`src/rtl/fifo_sched_pkg.sv`:
```
// Shared types and default constants for the FIFO read/write scheduler.
// Latency: none (declarations only).
// Backpressure: not applicable.
package fifo_sched_pkg;

    localparam int DEF_DIV   = 8000000;
    localparam int DEF_UW    = 4;
    localparam int DEF_HI_WM = 12;

    typedef enum logic [1:0] {
        STREAM = 2'd0,
        FILL   = 2'd1,
        DRAIN  = 2'd2
    } state_t;

    // FILL is the only legal state that holds reads off.
    function automatic logic reads_allowed(input logic [1:0] s);
        return (s == STREAM) || (s == DRAIN);
    endfunction

endpackage

```
`src/rtl/tick_gen.sv`:
```
// Prescaler: free-running 0..DIV-1 counter, tick high while count == DIV-1.
// Latency: tick is combinational from the count register; first tick DIV cycles after reset.
// Backpressure: none, runs every cycle; reset discards any partial period.
module tick_gen
    import fifo_sched_pkg::*;
#(
    parameter int DIV = DEF_DIV
) (
    input  logic CLK,
    input  logic RST,
    output logic tick
);

    localparam int            CW   = (DIV > 1) ? $clog2(DIV) : 1;
    localparam logic [CW-1:0] LAST = CW'(DIV - 1);

    logic [CW-1:0] cnt;

    // Period counter, wraps after the last count of the period.
    always_ff @(posedge CLK or posedge RST) begin
        if (RST) begin
            cnt <= '0;
        end else if (cnt == LAST) begin
            cnt <= '0;
        end else begin
            cnt <= cnt + 1'b1;
        end
    end

    assign tick = (cnt == LAST);

endmodule

```
`src/rtl/fifo_sched.sv`:
```
// Tick-paced FIFO write/read scheduler with STREAM / FILL / DRAIN read policy.
// Latency: wrreq/rdreq are registered, asserted the cycle after a tick; state updates every cycle.
// Backpressure: full suppresses writes, empty suppresses reads; optional FIFO_SCHED_STATS_EN adds drop/starve counters.
module fifo_sched
    import fifo_sched_pkg::*;
#(
    parameter int DIV   = DEF_DIV,
    parameter int UW    = DEF_UW,
    parameter int HI_WM = DEF_HI_WM
) (
    input  logic          CLK,
    input  logic          RST,
    input  logic          ENgen,
    input  logic          ENraf,
    input  logic [UW-1:0] usedw,
    input  logic          full,
    input  logic          empty,
    output logic          wrreq,
    output logic          rdreq,
    output logic          tick,
    output logic [1:0]    state
`ifdef FIFO_SCHED_STATS_EN
    ,
    output logic [15:0]   drop_cnt,
    output logic [15:0]   starve_cnt
`endif
);

    // Watermark at the full usedw width; no wrap correction, full covers the wrapped case.
    localparam logic [UW-1:0] HI_LVL = UW'(HI_WM);

    logic       tick_i;
    logic [1:0] state_q;
    logic [1:0] state_d;
    logic       read_ok;

    tick_gen #(
        .DIV (DIV)
    ) u_tick_gen (
        .CLK  (CLK),
        .RST  (RST),
        .tick (tick_i)
    );

    assign tick  = tick_i;
    assign state = state_q;

    // State register.
    always_ff @(posedge CLK or posedge RST) begin
        if (RST) begin
            state_q <= STREAM;
        end else begin
            state_q <= state_d;
        end
    end

    // Next-state: ENraf low forces STREAM ahead of any other transition; 2'd3 recovers to STREAM.
    always_comb begin
        state_d = state_q;
        if (!ENraf) begin
            state_d = STREAM;
        end else begin
            case (state_q)
                STREAM:  state_d = FILL;
                FILL:    if ((usedw >= HI_LVL) || full) state_d = DRAIN;
                DRAIN:   if (empty) state_d = FILL;
                default: state_d = STREAM;
            endcase
        end
    end

    // Output decode: read permission comes from the current (pre-transition) state.
    always_comb begin
        read_ok = reads_allowed(state_q);
    end

    // Strobes: one-cycle pulses following a tick, from flags sampled in the tick cycle.
    always_ff @(posedge CLK or posedge RST) begin
        if (RST) begin
            wrreq <= 1'b0;
            rdreq <= 1'b0;
        end else begin
            wrreq <= tick_i & ENgen & ~full;
            rdreq <= tick_i & ~empty & read_ok;
        end
    end

`ifdef FIFO_SCHED_STATS_EN
    logic [15:0] drop_q;
    logic [15:0] starve_q;

    // Saturating counters of refused writes and of read slots that found the FIFO empty.
    always_ff @(posedge CLK or posedge RST) begin
        if (RST) begin
            drop_q   <= 16'd0;
            starve_q <= 16'd0;
        end else begin
            if (tick_i && ENgen && full && (drop_q != 16'hFFFF)) begin
                drop_q <= drop_q + 16'd1;
            end
            if (tick_i && read_ok && empty && (starve_q != 16'hFFFF)) begin
                starve_q <= starve_q + 16'd1;
            end
        end
    end

    assign drop_cnt   = drop_q;
    assign starve_cnt = starve_q;
`endif

endmodule

```
`config.mk`:
```
export PLATFORM = sky130hd
export DESIGN_NAME = fifo_sched
export DESIGN_NICKNAME = d
export VERILOG_FILES = /design/src/rtl/fifo_sched_pkg.sv /design/src/rtl/tick_gen.sv /design/src/rtl/fifo_sched.sv
export SDC_FILE = /design/constraint.sdc
export NUM_CORES = 1
export LEC_CHECK = 0
export BUFFER_PORTS_ARGS = -buffer_cell sky130_fd_sc_hd__buf_4
export CELL_PAD_IN_SITES_DETAIL_PLACEMENT = 0
export CELL_PAD_IN_SITES_GLOBAL_PLACEMENT = 2
export CORE_UTILIZATION = 36
export CTS_CLUSTER_DIAMETER = 40
export DETAILED_ROUTE_END_ITERATION = 16
export HOLD_SLACK_MARGIN = 0.1
export PLACE_DENSITY_LB_ADDON = 0.1
export SLEW_MARGIN = 0
export SYNTH_ARGS = -nofsm -noshare
export SYNTH_HDL_FRONTEND = slang
export SYNTH_SLANG_ARGS = --single-unit
```
`constraint.sdc`:
```
create_clock -name CLK -period 2.35 [get_ports CLK]
set_input_delay 0.705 -clock CLK [delete_from_list [all_inputs] [get_ports CLK]]
set_output_delay 0.705 -clock CLK [all_outputs]
set_load 0.01 [all_outputs]
```
## Word level (Yosys, flattened, before mapping)

Cells that the tools add are included.

| cells by class | value |
|---|---|
| $add $sub $neg | 1 |
| bitwise gates (word level) | 6 |
| equal/unequal tests | 5 |
| reductions and logical operators | 4 |
| mux-type cells | 5 |
| magnitude comparators | 1 |

Operators by type and width:

| cell | number |
|---|---|
| adder 23 x 1 -> 23 bit (second input constant) | 1 |
| == test 23 bit (second input constant) | 1 |
| 2-to-1 mux 23 bit | 1 |
| 2-to-1 mux 2 bit | 3 |
| inequality test 3 bit (second input constant) | 2 |
| case mux 2 bit (3 select lines) | 1 |
| AND 1 bit | 4 |
| >= comparator 4 bit (second input constant) | 1 |
| == test 2 x 1 -> 1 bit (second input constant) | 1 |
| == test 2 bit (second input constant) | 1 |
| logical NOT 2 bit | 1 |
| logical OR 1 bit | 2 |
| inverter 1 bit | 2 |
| AND reduction 2 bit | 1 |

| word-level totals | value |
|---|---|
| logic and storage cells | 26 |
| output and inout port bits | 5 |
| register bits | 27 |
| input port bits | 10 |

## Logic depth before layout (Yosys ltp)

Gate-level depths: netlist of the first run.

| depth | value |
|---|---|
| depth in word-level cells | 5 |
| mapped depth | 5 |
| gate-level depth less buffers | 5 |

## Modules after synthesis

A second synthesis of the first run with hierarchy kept.

| second synthesis, totals | value |
|---|---|
| cells, all modules | 123 |
| area total of the unflattened synthesis | 1277.5 um2 |

By module, submodules not included:

| module | cells each | sequential area each (um2) | area each (um2) | times used |
|---|---|---|---|---|
| tick_gen | 107 | 575.6 | 1108.6 | 1 |
| fifo_sched | 16 | 100.1 | 168.9 | 1 |

## Worst setup path before layout of the first run

OpenSTA, ideal clock, no wires.

| path | value |
|---|---|
| path kind | register to output |
| from | register u_tick_gen.cnt[0] |
| to | output port tick |
| stages on the path, launching flop included | 5 |
| arrival time | 1.561 ns |
| path buffers | 1 |
| setup slack | 0.084 ns |
| required time | 1.645 ns |
| cell sequence | dfrtp_1 ha_1 nand4_1 nor4_1 buf_2 |

| on the way | value |
|---|---|
| word-level cells in the longest chain between the ends | 1 |

Ends and longest elaborated chain:

| what | RTL line | text |
|---|---|---|
| start: declaration | tick_gen.sv:17 | `logic [CW-1:0] cnt;` |
| start signal: assignment | tick_gen.sv:26 | `cnt <= cnt + 1'b1;` |
| == test 23 bit | tick_gen.sv:30 | `assign tick = (cnt == LAST);` |
| end: declaration | fifo_sched.sv:20 | `output logic tick,` |

No other way between the ends.

## Final worst setup path of the first run

Same ends and word-level chain as after synthesis.

==> results.json, run 1 <==
{
  "seq_power_share": 0.664,
  "worstHoldPathType": "input port to asynchronous set/reset pin",
  "seq_area_frac_synth": 0.532,
  "ys_async_sr_fraction": 1.00,
  "fin_cells": 189,
  "worstPathMaxFanout": 5,
  "cts_sinks": 27,
  "tightest_slew_ps": 521,
  "syn_area_um2": 1270,
  "startpoint": "u_tick_gen.cnt[0]",
  "swShare": 0.226,
  "finalWirelength_mm": 2.56,
  "final_core_util": 0.457,
  "p_total_uw": 708,
  "power-per-cell-area_nw_per_um2": 460,
  "numCtsBuffers": 3,
  "avgSynthCellArea_um2": 10.5,
  "initial_utilization": 0.378,
  "io_buffers": 12,
  "required_ps": 1640,
  "fin_ws_ps": 57.3,
  "cts.path.max_buffers": 2,
  "synthTopCellsByArea": "dfrtp_1 53%, xnor2_1 8.3%, nand3_1 4.3%, nor2_1 3.3%, a21oi_1 3.2%",
  "power_frac_clock": 0.289,
  "setup_viol": 0,
  "critPathKind": "flop to output pin",
  "synth_nets": 132,
  "ioPinCount": 15,
  "ys_types": 31,
  "max_slew_margin": 0.650,
  "antenna_found_initial": 0,
  "htree_levels": 1,
  "grt_first_pass_wirelength_mm": 4.16,
  "p_sw_uw": 160,
  "n_antenna_cell": 0,
  "clock_latency_ps": 330,
  "drt-pass1-iter-count": 4,
  "gr-total-overflow": 0,
  "drive_above_1_share": 0.231,
  "num_vias": 941,
  "start_kind": "flop",
  "drc_errors": 0,
  "synth-seq-cells": 27,
  "grtUsageTotal": 0.156,
  "grt_pass1_vias": 869,
  "dieArea_um2": 3770,
  "fp.coreArea_um2": 3360,
  "cpPeakStageDelay_ps": 440,
  "cp_cell_sequence": "ha_4 > nand4_1 > nor4_4 > buf_4",
  "hpwlAfterDp_mm": 1.77,
  "ys_top_cells_by_count": "27 x dfrtp_1, 12 x xnor2_1, 11 x nand3_1, 11 x nor2_1",
  "status": "completed",
  "yosys.area.top_type": "dfrtp_1",
  "cp_slowest_cell": "dfrtp_1",
  "yosys_warnings": 0,
  "ir_drop_mv": 0.203,
  "syn_inst": 121,
  "tns_ps": 0,
  "area_delta_synth_final_pct": 21.1,
  "hold_viol": 0,
  "r2r-start": "u_tick_gen.cnt[0]",
  "pre_cts_ws_ps": 233,
  "max_freq_ghz": 0.436,
  "period_needed_ps": 2290,
  "ant_nets": 0,
  "drt_iter0_markers": 23,
  "rows": 21,
  "worst-endpoint-arrival_ps": 1590,
  "p_int_uw": 548,
  "reg2reg_to": "u_tick_gen.cnt[17]",
  "path_clk_slew_ps": 150,
  "cp-end-kind": "output pin",
  "nets": 155,
  "maxCapViolCount": 0,
  "cts_tree": "built",
  "die_x_um": 61.4,
  "place_inst": 180,
  "fin_crit_sh": 0.976,
  "slew_violations": 0,
  "p_comb_frac": 0.046,
  "cts-root-buf": "clkbuf_4",
  "grt_max_degree": 28,
  "crit_end": "tick",
  "cts_hold_buf": 0,
  "worst_clock_skew_ps": 2.58,
  "grt_setup_unrepaired": "true",
  "r2r_slack_ps": 440,
  "reg2regPathDepth": 5,
  "viasPerCell": 4.98,
  "synth_edf_count": 0,
  "die_h_um": 61.4,
  "synth_top_cell_area_share": 0.532,
  "place_congestion": 0.727,
  "total_leakage_power_uw": 0.000664,
  "synth.most_common_cell": "dfrtp_1",
  "wl_per_cell_um": 13.5,
  "synthFlopType": "dfrtp_1"
}
-- layout by cell type, fill, tap and decap left out, types with 2 or more instances in the layout --
cell type / instances
o21ai_0: 4
nor3_1: 2
and3_1: 2
xor2_1: 4
dfrtp_2: 2
nand4b_1: 2
nand3_1: 11
clkbuf_4: 3
nor4_2: 2
dfrtp_1: 25
nor2_1: 11
nor2b_1: 3
or3_1: 3
and2_1: 2
nand4_1: 2
buf_4: 20
a21oi_1: 8
xnor2_1: 12
nand2_1: 8
inv_1: 2
-- layer usage --
metal	track usage	vias to the layer above	part of all wire
met1	0.224	450	0.51
met3	0.0294	2	0.029
li1	-	475	-
met4	0.0667	0	0.0043
met2	0.230	14	0.45
met5	0	-	0
-- state kept, by name (all words and copies together) (netlist names) --
register	flops
rdreq	1
wrreq	1
state	2
u_tick_gen.cnt	23
-- power by group through the flow --
stage	clock network (µW)	registers, µW	logic (µW)
2_1_floorplan	0	480	14.2
3_5_place_dp	0	479	34.1
5_1_grt	235	471	37.5
6_report	205	470	32.9
3_3_place_gp	0	479	33.5
4_1_cts	214	470	34.0
-- through the flow --
stage | instance area [µm²] | hold slack [ps]
floorplan | 1270 | 432
CTS | 1500 | 421
global route | 1540 | 424
finish | 1540 | 410
detailed placement | 1440 | 459
global placement | 1440 | 443
-- final cells by class --
type,count,area (µm²)
Fill cell,359,1830
Sequential cell,27,678
Multi-Input combinational cell,90,617
Timing Repair Buffer,20,150
Tap cell,46,57.6
Clock buffer,3,22.5
Inverter,2,7.51
Clock inverter,1,5.00
-- worst max-delay path: cells and delay by family (launching register included) --
kind / cells / cell delay (ps)
adders and majority gates: 1 / 190
DFF: 1 / 440
buffers and inverters: 1 / 180
and+or+nand+nor: 2 / 460
-- worst min path at each step --
stage / from / end / slack (ps)
6_report: RST / u_tick_gen.cnt[5] / 410
5_1_grt: RST / u_tick_gen.cnt[5] / 420
4_1_cts: RST / u_tick_gen.cnt[5] / 420
3_5_place_dp: u_tick_gen.cnt[0] / u_tick_gen.cnt[0] / 460
3_3_place_gp: u_tick_gen.cnt[0] / u_tick_gen.cnt[0] / 440
2_1_floorplan: u_tick_gen.cnt[0] / u_tick_gen.cnt[0] / 430
-- timing repair --
action | CTS | global route
cloned | 0 | 0
gates resized for setup | 2 | 5
buffers inserted | 3 | 2
pin swaps | 2 | 3
endpoints found under the setup margin | 1 | 1
-- cells by family after synthesis --
logic type	count (synthesis)	synth area share
and+or+nand+nor	59	0.276
AOI/OAI and AO/OA	14	0.0591
adders and majority gates	1	0.00985
xor gates and xnor gates	16	0.110
DFF	27	0.532
buffers and inverters	4	0.0128
No activity file was read; power rests on OpenSTA's default activity.
==> run 2, diff against run 1 <==
--- a/config.mk
+++ b/config.mk
@@ -13,6 +13,8 @@
 export DETAILED_ROUTE_END_ITERATION = 16
 export HOLD_SLACK_MARGIN = 0.1
 export PLACE_DENSITY_LB_ADDON = 0.1
+export RECOVER_POWER = 50
+export SETUP_SLACK_MARGIN = 0.4
 export SLEW_MARGIN = 0
 export SYNTH_ARGS = -nofsm -noshare
 export SYNTH_HDL_FRONTEND = slang
==> run 2 against run 1 <==
  * Cell area rose by 2.4%
  * Routed wire length increased by 0.86%
  * Highest routed layer unchanged
  * Largest cell class unchanged
  * Clock skew grew 2.9 ps
  * Worst setup slack worse by 24 ps
  * Non-clock buffer count rose by 5
  * Die area unchanged
  * Sequential cell count unchanged
  * Clock power about the same
  * Fmax decreased by 1.1%
  * Sequential power about the same
  * Core utilization rose by 1.1 points
==> results.json, run 2 (same netlist as run 1, synthesis figures left out) <==
{
  "power_frac_clock": 0.290,
  "ir_drop_mv": 0.197,
  "cp-end-kind": "output pin",
  "antenna_found_initial": 0,
  "wl_per_cell_um": 13.3,
  "viasPerCell": 5.02,
  "fp.coreArea_um2": 3360,
  "ioPinCount": 15,
  "drt-pass1-iter-count": 4,
  "dieArea_um2": 3770,
  "ant_nets": 0,
  "reg2regPathDepth": 4,
  "max_slew_margin": 0.0176,
  "p_int_uw": 547,
  "critPathKind": "flop to output pin",
  "num_vias": 974,
  "gr-total-overflow": 0,
  "seq_power_share": 0.665,
  "cts.path.max_buffers": 2,
  "grt_max_degree": 28,
  "total_leakage_power_uw": 0.000710,
  "path_clk_slew_ps": 150,
  "final_area_um2": 1570,
  "layout_common_cells": "26 x dfrtp_1, 22 x buf_4, 12 x xnor2_1",
  "start_kind": "flop",
  "cts-root-buf": "clkbuf_4",
  "grtUsageTotal": 0.161,
  "status": "completed",
  "hold_viol": 0,
  "die_x_um": 61.4,
  "cts_sinks": 27,
  "final_common_cell": "dfrtp_1",
  "htree_levels": 1,
  "worstHoldPathCells": 1,
  "power-per-cell-area_nw_per_um2": 449,
  "worstPathMaxFanout": 4,
  "n_antenna_cell": 0,
  "p_sw_uw": 161,
  "worst-endpoint-arrival_ps": 1610,
  "clock_latency_ps": 330,
  "grt_setup_unrepaired": "true",
  "area_delta_synth_final_pct": 23.9,
  "maxCapViolCount": 0,
  "fin_crit_sh": 0.986,
  "drive_above_1_share": 0.236,
  "period_needed_ps": 2320,
  "swShare": 0.227,
  "drc_errors": 0,
  "rows": 21,
  "hpwlAfterDp_mm": 1.76,
  "initial_utilization": 0.378,
  "grt_pass1_vias": 920,
  "drt_iter0_markers": 29,
  "nets": 160,
  "place_congestion": 0.709,
  "max_freq_ghz": 0.432,
  "slew_violations": 0,
  "cts_hold_buf": 0,
  "fin_cells": 194,
  "place_area_um2": 1450,
  "whs_ps": 504,
  "tightest_slew_ps": 1470,
  "cts_tree": "built",
  "place_inst": 180,
  "required_ps": 1640,
  "grt_first_pass_wirelength_mm": 4.29,
  "regMostFlops": "u_tick_gen.cnt",
  "worst_clock_skew_ps": 5.50,
  "p_comb_frac": 0.045,
  "setup_viol": 0,
  "worstHoldPathType": "flop to flop",
  "finalWirelength_mm": 2.58,
  "largest_reg_flops": 23,
  "numCtsBuffers": 3,
  "io_buffers": 12,
  "die_h_um": 61.4
}
run 2: changes by cell type in the layout (fill, tap and decap cells not counted), sizes merged:
cell and change:
buf +2, clkbuf +3
run 2: final cells by class:
class,instances,area [µm²]
clock buffers,3,22.5
clock inverters,1,5.00
fillers,365,1790
inverters,2,7.51
multi-input cells,90,621
flip-flops and latches,27,677
well taps,46,57.6
repair buffers,25,184
run 2: repair_timing:
item,CTS,global route
pin swaps,4,2
setup endpoints to repair,1,5
buffers inserted,7,3
hold endpoints to repair,0,0
resized for setup,1,3
run 2: metal layers:
metal | track usage | vias to the layer above | wire length [µm]
li1 | - | 482 | -
met3 | 0.0210 | 4 | 77
met5 | 0 | - | 0
met2 | 0.252 | 21 | 1270
met4 | 0.0762 | 0 | 23
met1 | 0.223 | 467 | 1210
run 2: power by group through the flow:
stage	Sequential (µW)	Clock (µW)	Combinational (µW)
after floorplan	480	0	14.2
after global placement	479	0	33.7
after detailed placement	479	0	34.3
after CTS	470	218	34.3
after global routing	471	231	37.1
final	470	205	31.9
run 2: stage by stage:
stage	worst slack [ps]	util	total power, µW	setup TNS (ps)
CTS	4.47	0.456	722	0
global route	-68.8	0.468	739	-68.8
global placement	321	0.432	512	0
floorplan	360	-	494	0
finish	32.8	0.468	707	0
detailed placement	317	0.432	513	0
run 2: worst paths after layout:
kind | startpoint | endpoint | slack (ps)
min in group asynchronous | RST | u_tick_gen.cnt[3] | 860
max in group asynchronous | RST | u_tick_gen.cnt[12] | 540
worst max register to register | u_tick_gen.cnt[3] | u_tick_gen.cnt[17] | 460
worst min-delay path | u_tick_gen.cnt[8] | u_tick_gen.cnt[8] | 500
worst min register to register | u_tick_gen.cnt[8] | u_tick_gen.cnt[8] | 500
worst max-delay path | u_tick_gen.cnt[0] | tick | 30
run 2: critical path, stage by stage, from the launching register on:
cell     delay [ps]
dfrtp_1         430
ha_4            160
nand4_1         170
nor4_4          340
buf_4           180
==> run 3, diff against run 2 <==
--- a/config.mk
+++ b/config.mk
@@ -8,6 +8,7 @@
 export BUFFER_PORTS_ARGS = -buffer_cell sky130_fd_sc_hd__buf_4
 export CELL_PAD_IN_SITES_DETAIL_PLACEMENT = 0
 export CELL_PAD_IN_SITES_GLOBAL_PLACEMENT = 2
+export CORE_MARGIN = 2
 export CORE_UTILIZATION = 36
 export CTS_CLUSTER_DIAMETER = 40
 export DETAILED_ROUTE_END_ITERATION = 16
==> constraint.sdc (replaced) <==
create_clock -name CLK -period 2.5 [get_ports CLK]
set_input_delay 0.75 -clock CLK [delete_from_list [all_inputs] [get_ports CLK]]
set_output_delay 0.75 -clock CLK [all_outputs]
set_load 0.01 [all_outputs]
==> run 3 against run 2 <==
  * Non-clock buffer count increased by 1
  * First-iteration DRC count increased by 28%
  * Final cell count increased by 0.52%
  * Sequential share of layout area decreased by 0.24 points
  * Routed wire length increased by 0.66%
  * Sequential power decreased by 6.0%
  * Hold slack improved by 4.8 ps
  * Clock skew increased by 2.2 ps
  * Global-route usage decreased by 1.4 points
  * Worst setup slack improved by 160 ps
  * Total power decreased by 7.2%
  * Combinational power decreased by 6.6%
  * Critical path type unchanged
  * Largest cell class unchanged
  * Largest power group unchanged
  * Highest routed layer unchanged
==> results.json, run 3 (same netlist as run 1, synthesis figures left out) <==
{
  "status": "completed",
  "cts-root-buf": "clkbuf_4",
  "max_freq_ghz": 0.434,
  "worst-endpoint-arrival_ps": 1550,
  "htree_levels": 1,
  "setup_viol": 0,
  "grt_max_degree": 28,
  "largest_reg_flops": 23,
  "total_leakage_power_uw": 0.000695,
  "ir_drop_mv": 0.197,
  "gr-total-overflow": 0,
  "worst_clock_skew_ps": 7.70,
  "antenna_found_initial": 0,
  "hold_viol": 0,
  "cts_tree": "built",
  "die_x_um": 63.4,
  "whs_ps": 509,
  "drt_iter0_markers": 37,
  "finalWirelength_mm": 2.60,
  "cts_sinks": 27,
  "dieArea_um2": 4020,
  "nets": 161,
  "drt-pass1-iter-count": 4,
  "layout_common_cells": "26 x dfrtp_1, 24 x buf_4, 12 x xnor2_1",
  "rows": 21,
  "period_needed_ps": 2300,
  "regMostFlops": "u_tick_gen.cnt",
  "clock_latency_ps": 320,
  "fp.coreArea_um2": 3360,
  "required_ps": 1750,
  "wl_per_cell_um": 13.3,
  "maxCapViolCount": 0,
  "initial_utilization": 0.378,
  "cts.path.max_buffers": 2,
  "io_buffers": 12,
  "place_congestion": 0.706,
  "path_clk_slew_ps": 140,
  "drc_errors": 0,
  "grtUsageTotal": 0.147,
  "worstPathMaxFanout": 2,
  "hpwlAfterDp_mm": 1.77,
  "num-fill-cells": 366,
  "n_antenna_cell": 0,
  "viasPerCell": 4.98,
  "die_h_um": 63.4,
  "multiInputGateArea_um2": 623,
  "ioPinCount": 15,
  "grt_setup_unrepaired": "true",
  "final_common_cell": "dfrtp_1",
  "tightest_slew_ps": 1450,
  "seq_area_um2": 677,
  "tns_ps": 0,
  "grt_pass1_vias": 994,
  "fin_crit_sh": 0.922,
  "num_vias": 972,
  "max_slew_margin": 0.0366,
  "critPathKind": "flop to output pin",
  "ant_nets": 0,
  "slew_violations": 0,
  "worstHoldPathType": "flop to flop",
  "numCtsBuffers": 3,
  "area_delta_synth_final_pct": 24.6,
  "power-per-cell-area_nw_per_um2": 415,
  "grt_first_pass_wirelength_mm": 4.65,
  "drive_above_1_share": 0.248,
  "start_kind": "flop",
  "cp-end-kind": "output pin"
}
[run 3: cell type report]
| cell class | instances | share of cell area |
|---|---|---|
| Sequential cell | 27 | 0.428 |
| Multi-Input combinational cell | 90 | 0.394 |
| Timing Repair Buffer | 26 | 0.121 |
| Tap cell | 46 | 0.0364 |
| Clock buffer | 4 | 0.0166 |
| Inverter | 2 | 0.00474 |
[run 3: what timing repair did]
item / in CTS / in global routing
resized for setup: 2 / 4
setup endpoints to repair: 1 / 1
pin swaps: 5 / 3
hold buffers: 0 / 0
buffers inserted: 7 / 4
[run 3: path summary, 6_finish.rpt]
path,from,to,slack [ps],cells past startpoint
worst max-delay path,u_tick_gen.cnt[19],tick,200,4
worst min-delay path,u_tick_gen.cnt[18],u_tick_gen.cnt[18],510,1
worst max register to register,u_tick_gen.cnt[0],u_tick_gen.cnt[22],530,7
worst min register to register,u_tick_gen.cnt[18],u_tick_gen.cnt[18],510,1
max in group asynchronous,RST,u_tick_gen.cnt[12],660,3
min in group asynchronous,RST,u_tick_gen.cnt[14],910,3
[run 3: metal layers]
metal / track usage / up-vias / part of all wire
met5: 0 / - / 0
met4: 0.0598 / 0 / 0.0081
met3: 0.0161 / 2 / 0.019
met2: 0.241 / 8 / 0.48
met1: 0.199 / 478 / 0.49
li1: - / 484 / -
[run 3: through the flow]
stage	cell area, µm²	instances	worst slack (ps)	power (µW)	utilization
finish	1580	195	196	657	0.471
global route	1580	195	74.4	694	0.471
CTS	1530	191	111	668	0.456
detailed placement	1450	180	339	482	0.430
global placement	1450	180	385	481	0.430
floorplan	1290	121	402	464	-
[run 3: critical path: stages, from the launching register on]
cell	delay, ps
dfrtp_1	390
and3_4	190
nand4b_1	160
nor4_4	330
buf_4	170
[run 3: where the power goes]
group          leakage (µW)  switching (µW)  internal, µW
Sequential         0.000359            2.50           439
Combinational      0.000321            15.4          14.4
Clock             0.0000150             123          62.4
Total              0.000695             141           516
